[config.mk]
export PLATFORM = sky130hd
export DESIGN_NAME = jump_input_ctl
export DESIGN_NICKNAME = d
export VERILOG_FILES = /design/src/rtl/jump_input_ctl.sv
export SDC_FILE = /design/constraint.sdc
export NUM_CORES = 1
export LEC_CHECK = 0
export BUFFER_PORTS_ARGS = -buffer_cell sky130_fd_sc_hd__clkbuf_2
export CAP_MARGIN = 20
export CORE_AREA = 2 2 69 71
export CTS_CLUSTER_SIZE = 12
export DETAILED_ROUTE_END_ITERATION = 6
export DIE_AREA = 0 0 71 73
export PLACE_DENSITY = 0.75
export SYNTH_ARGS = -nofsm -noshare
export SYNTH_HDL_FRONTEND = slang
export SYNTH_SLANG_ARGS = --single-unit
[constraint.sdc]
create_clock -name clk -period 2.91 [get_ports clk]
set_clock_uncertainty 0.05 [all_clocks]
set_input_delay 0.873 -clock clk [delete_from_list [all_inputs] [get_ports clk]]
set_output_delay 0.873 -clock clk [all_outputs]
set_load 0.005 [all_outputs]
[src/rtl/jump_input_ctl.sv]
// jump_input_ctl: turns raw space/left/right key levels into walk steps and
// a single charged jump request for the character datapath.
// Keys are synchronised and debounced, then arbitrated by a five-state FSM
// (IDLE, WALK, CHARGE, LAUNCH, AIR) whose state is visible on ctl_state.
// Optional build macro: JUMP_AUTO_RELEASE_EN launches automatically once the
// charge counter has saturated at MAX_POWER.
// Handshake note: step_left/step_right/jump_req are single-cycle pulses with
// no back-pressure; the datapath acknowledges a launch only by leaving the
// grounded character_state (00) while the FSM waits in LAUNCH.
module jump_input_ctl #(
  parameter int PWR_W        = 6,
  parameter int MAX_POWER    = 63,
  parameter int MIN_POWER    = 4,
  parameter int DEBOUNCE_CYC = 4,
  parameter int ACK_TIMEOUT  = 1024
) (
  input  logic             clk,
  input  logic             rst,
  input  logic             key_space,
  input  logic             key_left,
  input  logic             key_right,
  input  logic             frame_tick,
  input  logic [1:0]       character_state,
  output logic             step_left,
  output logic             step_right,
  output logic             jump_req,
  output logic [PWR_W-1:0] jump_power,
  output logic [1:0]       jump_dir,
  output logic             charging,
  output logic [2:0]       ctl_state
);

  localparam int DB_W  = $clog2(DEBOUNCE_CYC + 1);
  localparam int TMO_W = $clog2(ACK_TIMEOUT + 1);
  localparam logic [DB_W-1:0]  DB_LAST  = DB_W'(DEBOUNCE_CYC - 1);
  localparam logic [TMO_W-1:0] TMO_LAST = TMO_W'(ACK_TIMEOUT - 1);
  localparam logic [PWR_W-1:0] MAX_P    = PWR_W'(MAX_POWER);
  localparam logic [PWR_W-1:0] MIN_P    = PWR_W'(MIN_POWER);

  typedef enum logic [2:0] {
    S_IDLE   = 3'd0,
    S_WALK   = 3'd1,
    S_CHARGE = 3'd2,
    S_LAUNCH = 3'd3,
    S_AIR    = 3'd4
  } state_t;

  // key vectors: bit 2 = space, bit 1 = left, bit 0 = right
  logic [2:0]       r_sync1;
  logic [2:0]       r_sync2;
  logic [2:0]       r_db;
  logic [DB_W-1:0]  r_db_cnt [3];

  state_t           r_state;
  logic [PWR_W-1:0] r_charge;
  logic [TMO_W-1:0] r_tmo;
  logic             r_armed;

  state_t           w_state_nxt;
  logic [PWR_W-1:0] w_charge_nxt;
  logic [PWR_W-1:0] w_charge_inc;
  logic [PWR_W-1:0] w_launch_cnt;
  logic [TMO_W-1:0] w_tmo_nxt;
  logic             w_armed_nxt;
  logic [PWR_W-1:0] w_power_nxt;
  logic [1:0]       w_dir_nxt;
  logic             w_step_l;
  logic             w_step_r;
  logic             w_jreq;
  logic             w_space;
  logic [1:0]       w_dir;
  logic             w_grounded;
  logic             w_release;
  logic             w_step_ok;

  // two-flop synchroniser for the asynchronous key levels
  always_ff @(posedge clk or negedge rst) begin
    if (!rst) begin
      r_sync1 <= '0;
      r_sync2 <= '0;
    end else begin
      r_sync1 <= {key_space, key_left, key_right};
      r_sync2 <= r_sync1;
    end
  end

  // per-key debounce: accept a new level after DEBOUNCE_CYC stable cycles
  always_ff @(posedge clk or negedge rst) begin
    if (!rst) begin
      r_db <= '0;
      for (int i = 0; i < 3; i++) r_db_cnt[i] <= '0;
    end else begin
      for (int i = 0; i < 3; i++) begin
        if (r_sync2[i] == r_db[i]) begin
          r_db_cnt[i] <= '0;
        end else if (r_db_cnt[i] == DB_LAST) begin
          r_db[i]     <= r_sync2[i];
          r_db_cnt[i] <= '0;
        end else begin
          r_db_cnt[i] <= r_db_cnt[i] + 1'b1;
        end
      end
    end
  end

  assign w_space    = r_db[2];
  assign w_dir      = {r_db[0] & ~r_db[1], r_db[1] & ~r_db[0]};
  assign w_grounded = (character_state == 2'b00);
  assign w_charge_inc = (r_charge == MAX_P) ? r_charge : r_charge + 1'b1;
  // a tick on the release cycle still counts toward the launched power
  assign w_launch_cnt = frame_tick ? w_charge_inc : r_charge;
  // never emit a step on two consecutive cycles
  assign w_step_ok  = frame_tick & ~step_left & ~step_right;

`ifdef JUMP_AUTO_RELEASE_EN
  assign w_release = ~w_space | (r_charge == MAX_P);
`else
  assign w_release = ~w_space;
`endif

  // next-state and next-output logic for the control FSM
  always_comb begin
    w_state_nxt  = r_state;
    w_charge_nxt = r_charge;
    w_tmo_nxt    = r_tmo;
    w_armed_nxt  = r_armed | ~w_space;
    w_power_nxt  = jump_power;
    w_dir_nxt    = jump_dir;
    w_step_l     = 1'b0;
    w_step_r     = 1'b0;
    w_jreq       = 1'b0;
    case (r_state)
      S_IDLE: begin
        if (w_space && r_armed && w_grounded) begin
          w_state_nxt  = S_CHARGE;
          w_charge_nxt = '0;
        end else if (w_dir != 2'b00 && w_grounded) begin
          w_state_nxt = S_WALK;
        end else if (!w_grounded) begin
          w_state_nxt = S_AIR;
        end
      end
      S_WALK: begin
        if (!w_grounded) begin
          w_state_nxt = S_AIR;
        end else if (w_space && r_armed) begin
          w_state_nxt  = S_CHARGE;
          w_charge_nxt = '0;
        end else if (w_dir == 2'b00) begin
          w_state_nxt = S_IDLE;
        end else if (w_step_ok) begin
          w_step_l = w_dir[0];
          w_step_r = w_dir[1];
        end
      end
      S_CHARGE: begin
        w_dir_nxt = w_dir;
        if (!w_grounded) begin
          w_state_nxt  = S_AIR;
          w_charge_nxt = '0;
        end else if (w_release) begin
          w_state_nxt  = S_LAUNCH;
          w_charge_nxt = w_launch_cnt;
          w_power_nxt  = (w_launch_cnt < MIN_P) ? MIN_P : w_launch_cnt;
          w_jreq       = 1'b1;
          w_armed_nxt  = 1'b0;
          w_tmo_nxt    = '0;
        end else if (frame_tick) begin
          w_charge_nxt = w_charge_inc;
        end
      end
      S_LAUNCH: begin
        if (!w_grounded) begin
          w_state_nxt = S_AIR;
        end else if (r_tmo == TMO_LAST) begin
          w_state_nxt = S_IDLE;
        end else begin
          w_tmo_nxt = r_tmo + 1'b1;
        end
      end
      S_AIR: begin
        if (w_space) w_armed_nxt = 1'b0;
        if (w_grounded) w_state_nxt = S_IDLE;
      end
      default: w_state_nxt = S_IDLE;
    endcase
  end

  // state, counters and registered outputs
  always_ff @(posedge clk or negedge rst) begin
    if (!rst) begin
      r_state    <= S_IDLE;
      r_charge   <= '0;
      r_tmo      <= '0;
      r_armed    <= 1'b1;
      step_left  <= 1'b0;
      step_right <= 1'b0;
      jump_req   <= 1'b0;
      jump_power <= '0;
      jump_dir   <= 2'b00;
      charging   <= 1'b0;
    end else begin
      r_state    <= w_state_nxt;
      r_charge   <= w_charge_nxt;
      r_tmo      <= w_tmo_nxt;
      r_armed    <= w_armed_nxt;
      step_left  <= w_step_l;
      step_right <= w_step_r;
      jump_req   <= w_jreq;
      jump_power <= w_power_nxt;
      jump_dir   <= w_dir_nxt;
      charging   <= (w_state_nxt == S_CHARGE);
    end
  end

  assign ctl_state = r_state;

endmodule

==> results of run 1 <==
[state kept, by name, summed over array words and instances (netlist names)]
name and cells:
jump_dir 2, charging 1, r_sync2 3, jump_power 6, jump_req 1, r_db 3
r_tmo 11, step_right 1, r_sync1 3, r_armed 1, step_left 1, r_charge 6
ctl_state 3, r_db_cnt 9
[worst max-delay path, stage by stage]
cell,delay (ns)
clkbuf_2,0.12
nor4b_4,0.51
nand3_2,0.23
or4_1,0.54
a21oi_1,0.16
[kinds of logic (layout without fill, tap and decap cells)]
kind of cell,Yosys count,in the layout
fa+ha+maj,7,7
buf+inv,17,44
compound gates,45,45
mux,7,7
flops,51,51
xor+xnor,4,4
simple gates,88,88
[area by class of cell]
cell class                      instances  area, µm²  area share [%]
Sequential cell                        51       1280            47.7
Multi-Input combinational cell        151       1010            37.9
Timing Repair Buffer                   24        138            5.14
Clock buffer                            5       68.8            2.57
Clock inverter                          3       67.6            2.52
Tap cell                               54       67.6            2.52
Inverter                               12       45.0            1.68
[Yosys cell counts (3+ instances only)]
library cell	count	area, µm²
a211oi_1	4	30.0
mux2_2	4	45.0
o31ai_1	5	37.5
nand4_1	3	18.8
clkbuf_1	4	15.0
a21oi_1	12	60.1
mux2i_1	3	30.0
or4_1	6	45.0
or2_2	3	18.8
nand3_1	5	25.0
dfrtp_1	50	1250
ha_1	7	87.6
nand2b_1	4	25.0
nor3b_1	7	52.6
nor2_1	11	41.3
nor2b_1	6	37.5
xnor2_1	4	35.0
nor3_1	5	25.0
inv_1	11	41.3
o21ai_0	8	40.0
nand2_1	23	86.3
[per-layer routing]
| metal | vias up | GRT usage [%] | part of all wire, % |
|---|---|---|---|
| li1 | 843 | - | - |
| met4 | 0 | 8.81 | 2.1 |
| met1 | 834 | 25.9 | 46 |
| met3 | 7 | 3.87 | 6.1 |
| met5 | - | 0 | 0 |
| met2 | 49 | 29.8 | 46 |
[power groups by stage]
stage | Sequential, W | Clock (W) | Combinational [W]
floorplan | 0.000859 | 0 | 0.000213
global placement | 0.000890 | 0 | 0.000267
detailed placement | 0.000891 | 0 | 0.000275
CTS | 0.000879 | 0.000591 | 0.000277
global route | 0.000896 | 0.000624 | 0.000320
finish | 0.000878 | 0.000577 | 0.000271
[worst min path at each step]
stage                      end
global route        r_sync2[2]
floorplan           r_sync2[0]
finish              r_sync2[0]
global placement    r_sync2[0]
detailed placement  r_sync2[0]
CTS                 r_sync2[0]
[stage by stage]
step	worst slack [ns]	power (W)
after global placement	0.344	0.00116
final	0.646	0.00173
after global routing	0.513	0.00184
after detailed placement	0.302	0.00117
after floorplan	0.587	0.00107
after CTS	0.661	0.00175
==> results.yml, run 1 <==
cts:
  h-tree-depth: 2
  clockRootBuffer: "clkbuf_8"
  clk_pin_slew_worst_paths_ns: 0.09
  cts_buffers: 5
  cts_hold_buf: 0
  clk-insertion-delay-late_ns: 0.31
  postCtsSetupBuffers: 0
  cts_tree: "yes"
  cts_resized: 0
  clock-sinks: 51
  cts_buffer_depth: 2
logic_synthesis:
  synth_xor_area_share_pct: 1.49
  synth_cell_types: 47
  synth_edf_count: 0
  synth_compound_area_share_pct: 13.2
  synth-adder-area-share_pct: 3.72
  ys.flop_type: "dfrtp_1"
  yosys_warnings: 0
  ys_ff_latch: 51
  muxShareOfSynthArea_pct: 3.18
  async_flop_share_pct: 100
  syn_inst: 219
  syn_area_um2: 2360
  syn_area_per_cell_um2: 10.8
  synth_top_family_by_area: "simple AND/OR/NAND/NOR gates"
  synthSimpleGateAreaFrac_pct: 21.5
  syn_nets: 234
  yosysSeqAreaShare_pct: 54.2
sta:
  slew_headroom_pct: 45.4
  max_freq_mhz: 442
  hold_viol_final: 0
  final.setup.tns_ns: 0
  slew_violations: 0
  finalSetupViolations: 0
  worst_slew_pin_slew_ns: 0.811
  whs_ns: 0.307
  rsz0062_at_grt: "false"
  fin_crit_sh_pct: 77.8
  period_needed_ns: 2.26
route:
  wire_per_inst_um: 14.4
  ant_nets: 0
  drtIter0Drc: 120
  first_pass_iters: 4
  via_per_inst: 5.78
  drc: 0
  vias: 1733
  routed_wl_mm: 4.31
layout:
  nets: 260
  antenna_cells: 0
  final_util_pct: 59.1
  final_area_um2: 2680
  layout_common_cells: "50 x dfrtp_1, 23 x nand2_1, 22 x clkbuf_2"
  syn_to_final_growth_pct: 13.6
  n_fill_cell: 389
  drive_above_1_share_pct: 17.9
  instances_no_fill: 300
  mostFrequentLayoutCell: "dfrtp_1"
placement:
  placed_cells_incl_taps: 292
  place_congestion: 0.853
  dp_hpwl_mm: 3.12
  portBuffers: 22
  dpl-instance-area_um2: 2540
critical_path:
  cp.arrival_ns: 2.43
  cp-end-kind: "flip-flop"
  r2r_cells: 4
  r2r_slack_ns: 0.83
  cp.required_ns: 3.08
  timing.rr.start: "ctl_state[2]"
  r2r_end: "r_tmo[5]"
  critPathLaunchType: "primary input"
  crit_path_start: "character_state[1]"
  crit_type: "primary input to flip-flop"
  cp_max_fo: 8
  worstSetupEndpoint: "r_tmo[5]"
worst_hold_path:
  min_path_cells: 0
  hold_path.class: "flip-flop to flip-flop"
  hold_start: "r_sync1[0]"
floorplan:
  core-area_um2: 4540
  ios: 23
  die_w_um: 71
  die_h_um: 73
  start_util_pct: 52.0
  core.rowCount: 25
  die_area_um2: 5180
global_route:
  antenna_found_initial: 0
  grt_pass1_vias: 1633
  grt_pass1_wl_mm: 7.60
  grt_max_degree: 30
  grt_overflow_total: 0
  grtUsageTotal_pct: 19.1
power_and_ir_drop:
  switchingPower_w: 0.000453
  seqPwrFrac_pct: 50.9
  p_comb_share_pct: 15.7
  p_int_w: 0.00127
  clkPwrFrac_pct: 33.4
  powerDensity_nw_per_um2: 644
  leakage_nw: 1.22
  peakVddDrop_mv: 0.286
  swShare_pct: 26.3
job:
  drv_cap: 0
outcome:
  status: "finished clean"
Note: power is estimated with default switching activity, not from simulation.
==> inputs of run 2 (changes only) <==
- ABC_AREA: default -> 1
- CORE_AREA: 2 2 69 71 -> 2 2 72 74
- DIE_AREA: 0 0 71 73 -> 0 0 74 76
- PLACE_DENSITY: 0.75 -> 0.76
- clock period: 2.91 -> 2.08 ns (I/O delays scaled with it)
==> run 2 against run 1 <==
  * Non-clock buffer count down 1
  * Final area rose by 4.5%
  * Sequential cell count is the same
  * Setup slack worse by 0.20 ns
  * Via count rose by 7.2%
  * Combinational power rose to 2.5 times the previous value
  * Sequential power increased by 54%
  * Die area up 8.5%
  * Sequential share of layout area down 2.1 points
  * Global-route usage shrank 2.1 points
  * Core utilization down 2.1 points
  * Synthesized area increased by 6.5%
==> results.yml, run 2 <==
cts:
  cts_buffer_depth: 2
  cts_hold_buf: 0
  clock-sinks: 51
  postCtsSetupBuffers: 0
  clockRootBuffer: "clkbuf_8"
  clk_pin_slew_worst_paths_ns: 0.09
  cts_tree: "yes"
  h-tree-depth: 2
  cts_resized: 0
  clk-insertion-delay-late_ns: 0.30
  cts_buffers: 5
floorplan:
  die_h_um: 76
  die_w_um: 74
  ios: 23
  start_util_pct: 51.1
  core.rowCount: 26
  core-area_um2: 4910
  die_area_um2: 5620
sta:
  whs_ns: 0.229
  final.setup.tns_ns: 0
  max_freq_mhz: 611
  slew_headroom_pct: 75.7
  worst_slew_pin_slew_ns: 0.361
  fin_crit_sh_pct: 78.7
  rsz0062_at_grt: "false"
  finalSetupViolations: 0
  hold_viol_final: 0
  slew_violations: 0
  period_needed_ns: 1.64
layout:
  layout_common_cells: "76 x nand2_1, 50 x dfrtp_1, 35 x nor2_1"
  largestRegisters: "r_tmo x11, r_db_cnt x9"
  antenna_cells: 0
  final_util_pct: 57.0
  largest_register: "r_tmo"
  nets: 330
  syn_to_final_growth_pct: 11.5
  mostFrequentLayoutCell: "nand2_1"
  drive_above_1_share_pct: 18.4
  instances_no_fill: 386
  largest_reg_flops: 11
critical_path:
  cp_max_fo: 5
  path_cells: "clkbuf_2"
  cp-end-kind: "primary output"
  slowest_stage: "dfrtp_1"
  cp.arrival_ns: 0.96
  critPathLaunchType: "flip-flop"
  path_buf_inv: 1
  crit_family: "flip-flops"
  max_stage_delay_ns: 0.50
  crit_type: "flip-flop to primary output"
  cp.required_ns: 1.41
power_and_ir_drop:
  clkPwrFrac_pct: 22.5
  design_power_total_w: 0.00262
  peakVddDrop_mv: 0.517
  powerDensity_nw_per_um2: 935
  p_int_w: 0.00172
  leakage_nw: 1.36
  p_comb_share_pct: 26.0
  switchingPower_w: 0.000897
  seqPwrFrac_pct: 51.4
  swShare_pct: 34.3
logic_synthesis:
  ys.flop_type: "dfrtp_1"
  async_flop_share_pct: 100
  synth_area_leader_cell: "dfrtp_1"
  yosys_warnings: 0
  synth_top_area_share_pct: 49.8
  syn_inst: 288
  synth_edf_count: 0
  ys_ff_latch: 51
  synth_cell_types: 37
  syn_area_um2: 2510
  yosysMostFrequentCell: "nand2_1"
  ys_top_cells_by_area: "dfrtp_1 50%, nand2_1 11%, nor2_1 5.2%"
  yosysSeqAreaShare_pct: 50.9
  synthTopCellsByCount: "76 x nand2_1, 50 x dfrtp_1, 35 x nor2_1"
  syn_area_per_cell_um2: 8.72
  syn_nets: 303
placement:
  place_congestion: 0.871
  dp_hpwl_mm: 3.14
  portBuffers: 22
  placed_cells_incl_taps: 378
route:
  wire_per_inst_um: 10.8
  vias: 1857
  routed_wl_mm: 4.18
  drc: 0
  via_per_inst: 4.81
  ant_nets: 0
  drtIter0Drc: 96
  first_pass_iters: 4
global_route:
  grt_pass1_wl_mm: 7.42
  grt_pass1_vias: 1739
  grtUsageTotal_pct: 17.0
  grt_overflow_total: 0
  antenna_found_initial: 0
  grt_max_degree: 52
outcome:
  status: "finished clean"
job:
  drv_cap: 0
worst_hold_path:
  hold_path.class: "primary input to async pin"
run 2: logic make-up (layout without fill, tap and decap cells):
logic type | Yosys count | count (layout) | share of synthesized area (%)
xor+xnor | 8 | 8 | 2.79
simple gates | 152 | 152 | 28.5
fa+ha+maj | 7 | 7 | 3.49
flops | 51 | 51 | 50.9
buf+inv | 36 | 64 | 6.18
compound gates | 34 | 34 | 8.22
run 2: power groups by stage:
stage / Combinational [W] / Clock (W) / Sequential [W]
global placement: 0.000664 / 0 / 0.00136
CTS: 0.000691 / 0.000609 / 0.00135
global route: 0.000810 / 0.000653 / 0.00137
finish: 0.000682 / 0.000590 / 0.00135
detailed placement: 0.000684 / 0 / 0.00137
floorplan: 0.000517 / 0 / 0.00134
run 2: through the flow:
stage / cell area [µm²] / setup slack [ns]
floorplan: 2510 / 0.509
CTS: 2800 / 0.428
global placement: 2700 / 0.328
global route: 2800 / 0.295
finish: 2800 / 0.443
detailed placement: 2700 / 0.303
run 2: cell type report:
type,count,area (µm²)
well taps,70,87.6
repair buffers,23,130
flip-flops and latches,51,1280
fillers,446,2110
clock buffers,6,82.6
multi-input cells,201,1080
clock inverters,2,16.3
inverters,33,128
run 2: metal layers:
| metal | global-route usage, % | vias to the layer above | wire length, µm |
|---|---|---|---|
| li1 | - | 978 | - |
| met1 | 22.2 | 849 | 1950 |
| met2 | 27.1 | 23 | 2010 |
| met3 | 3.97 | 7 | 152 |
| met4 | 6.55 | 0 | 69 |
| met5 | 0 | - | 0 |
run 2: final timing paths:
check                        startpoint            to  slack (ns)  cells past startpoint
max                        ctl_state[1]  ctl_state[1]        0.44                      1
min reg2reg                  r_sync1[1]    r_sync2[1]        0.30                      0
max reg2reg                    r_tmo[0]      r_tmo[5]        0.47                     10
max in group asynchronous           rst       r_armed        1.45                      2
min in group clk             r_sync1[1]    r_sync2[1]        0.30                      0
min                                 rst   r_charge[2]        0.23                      2
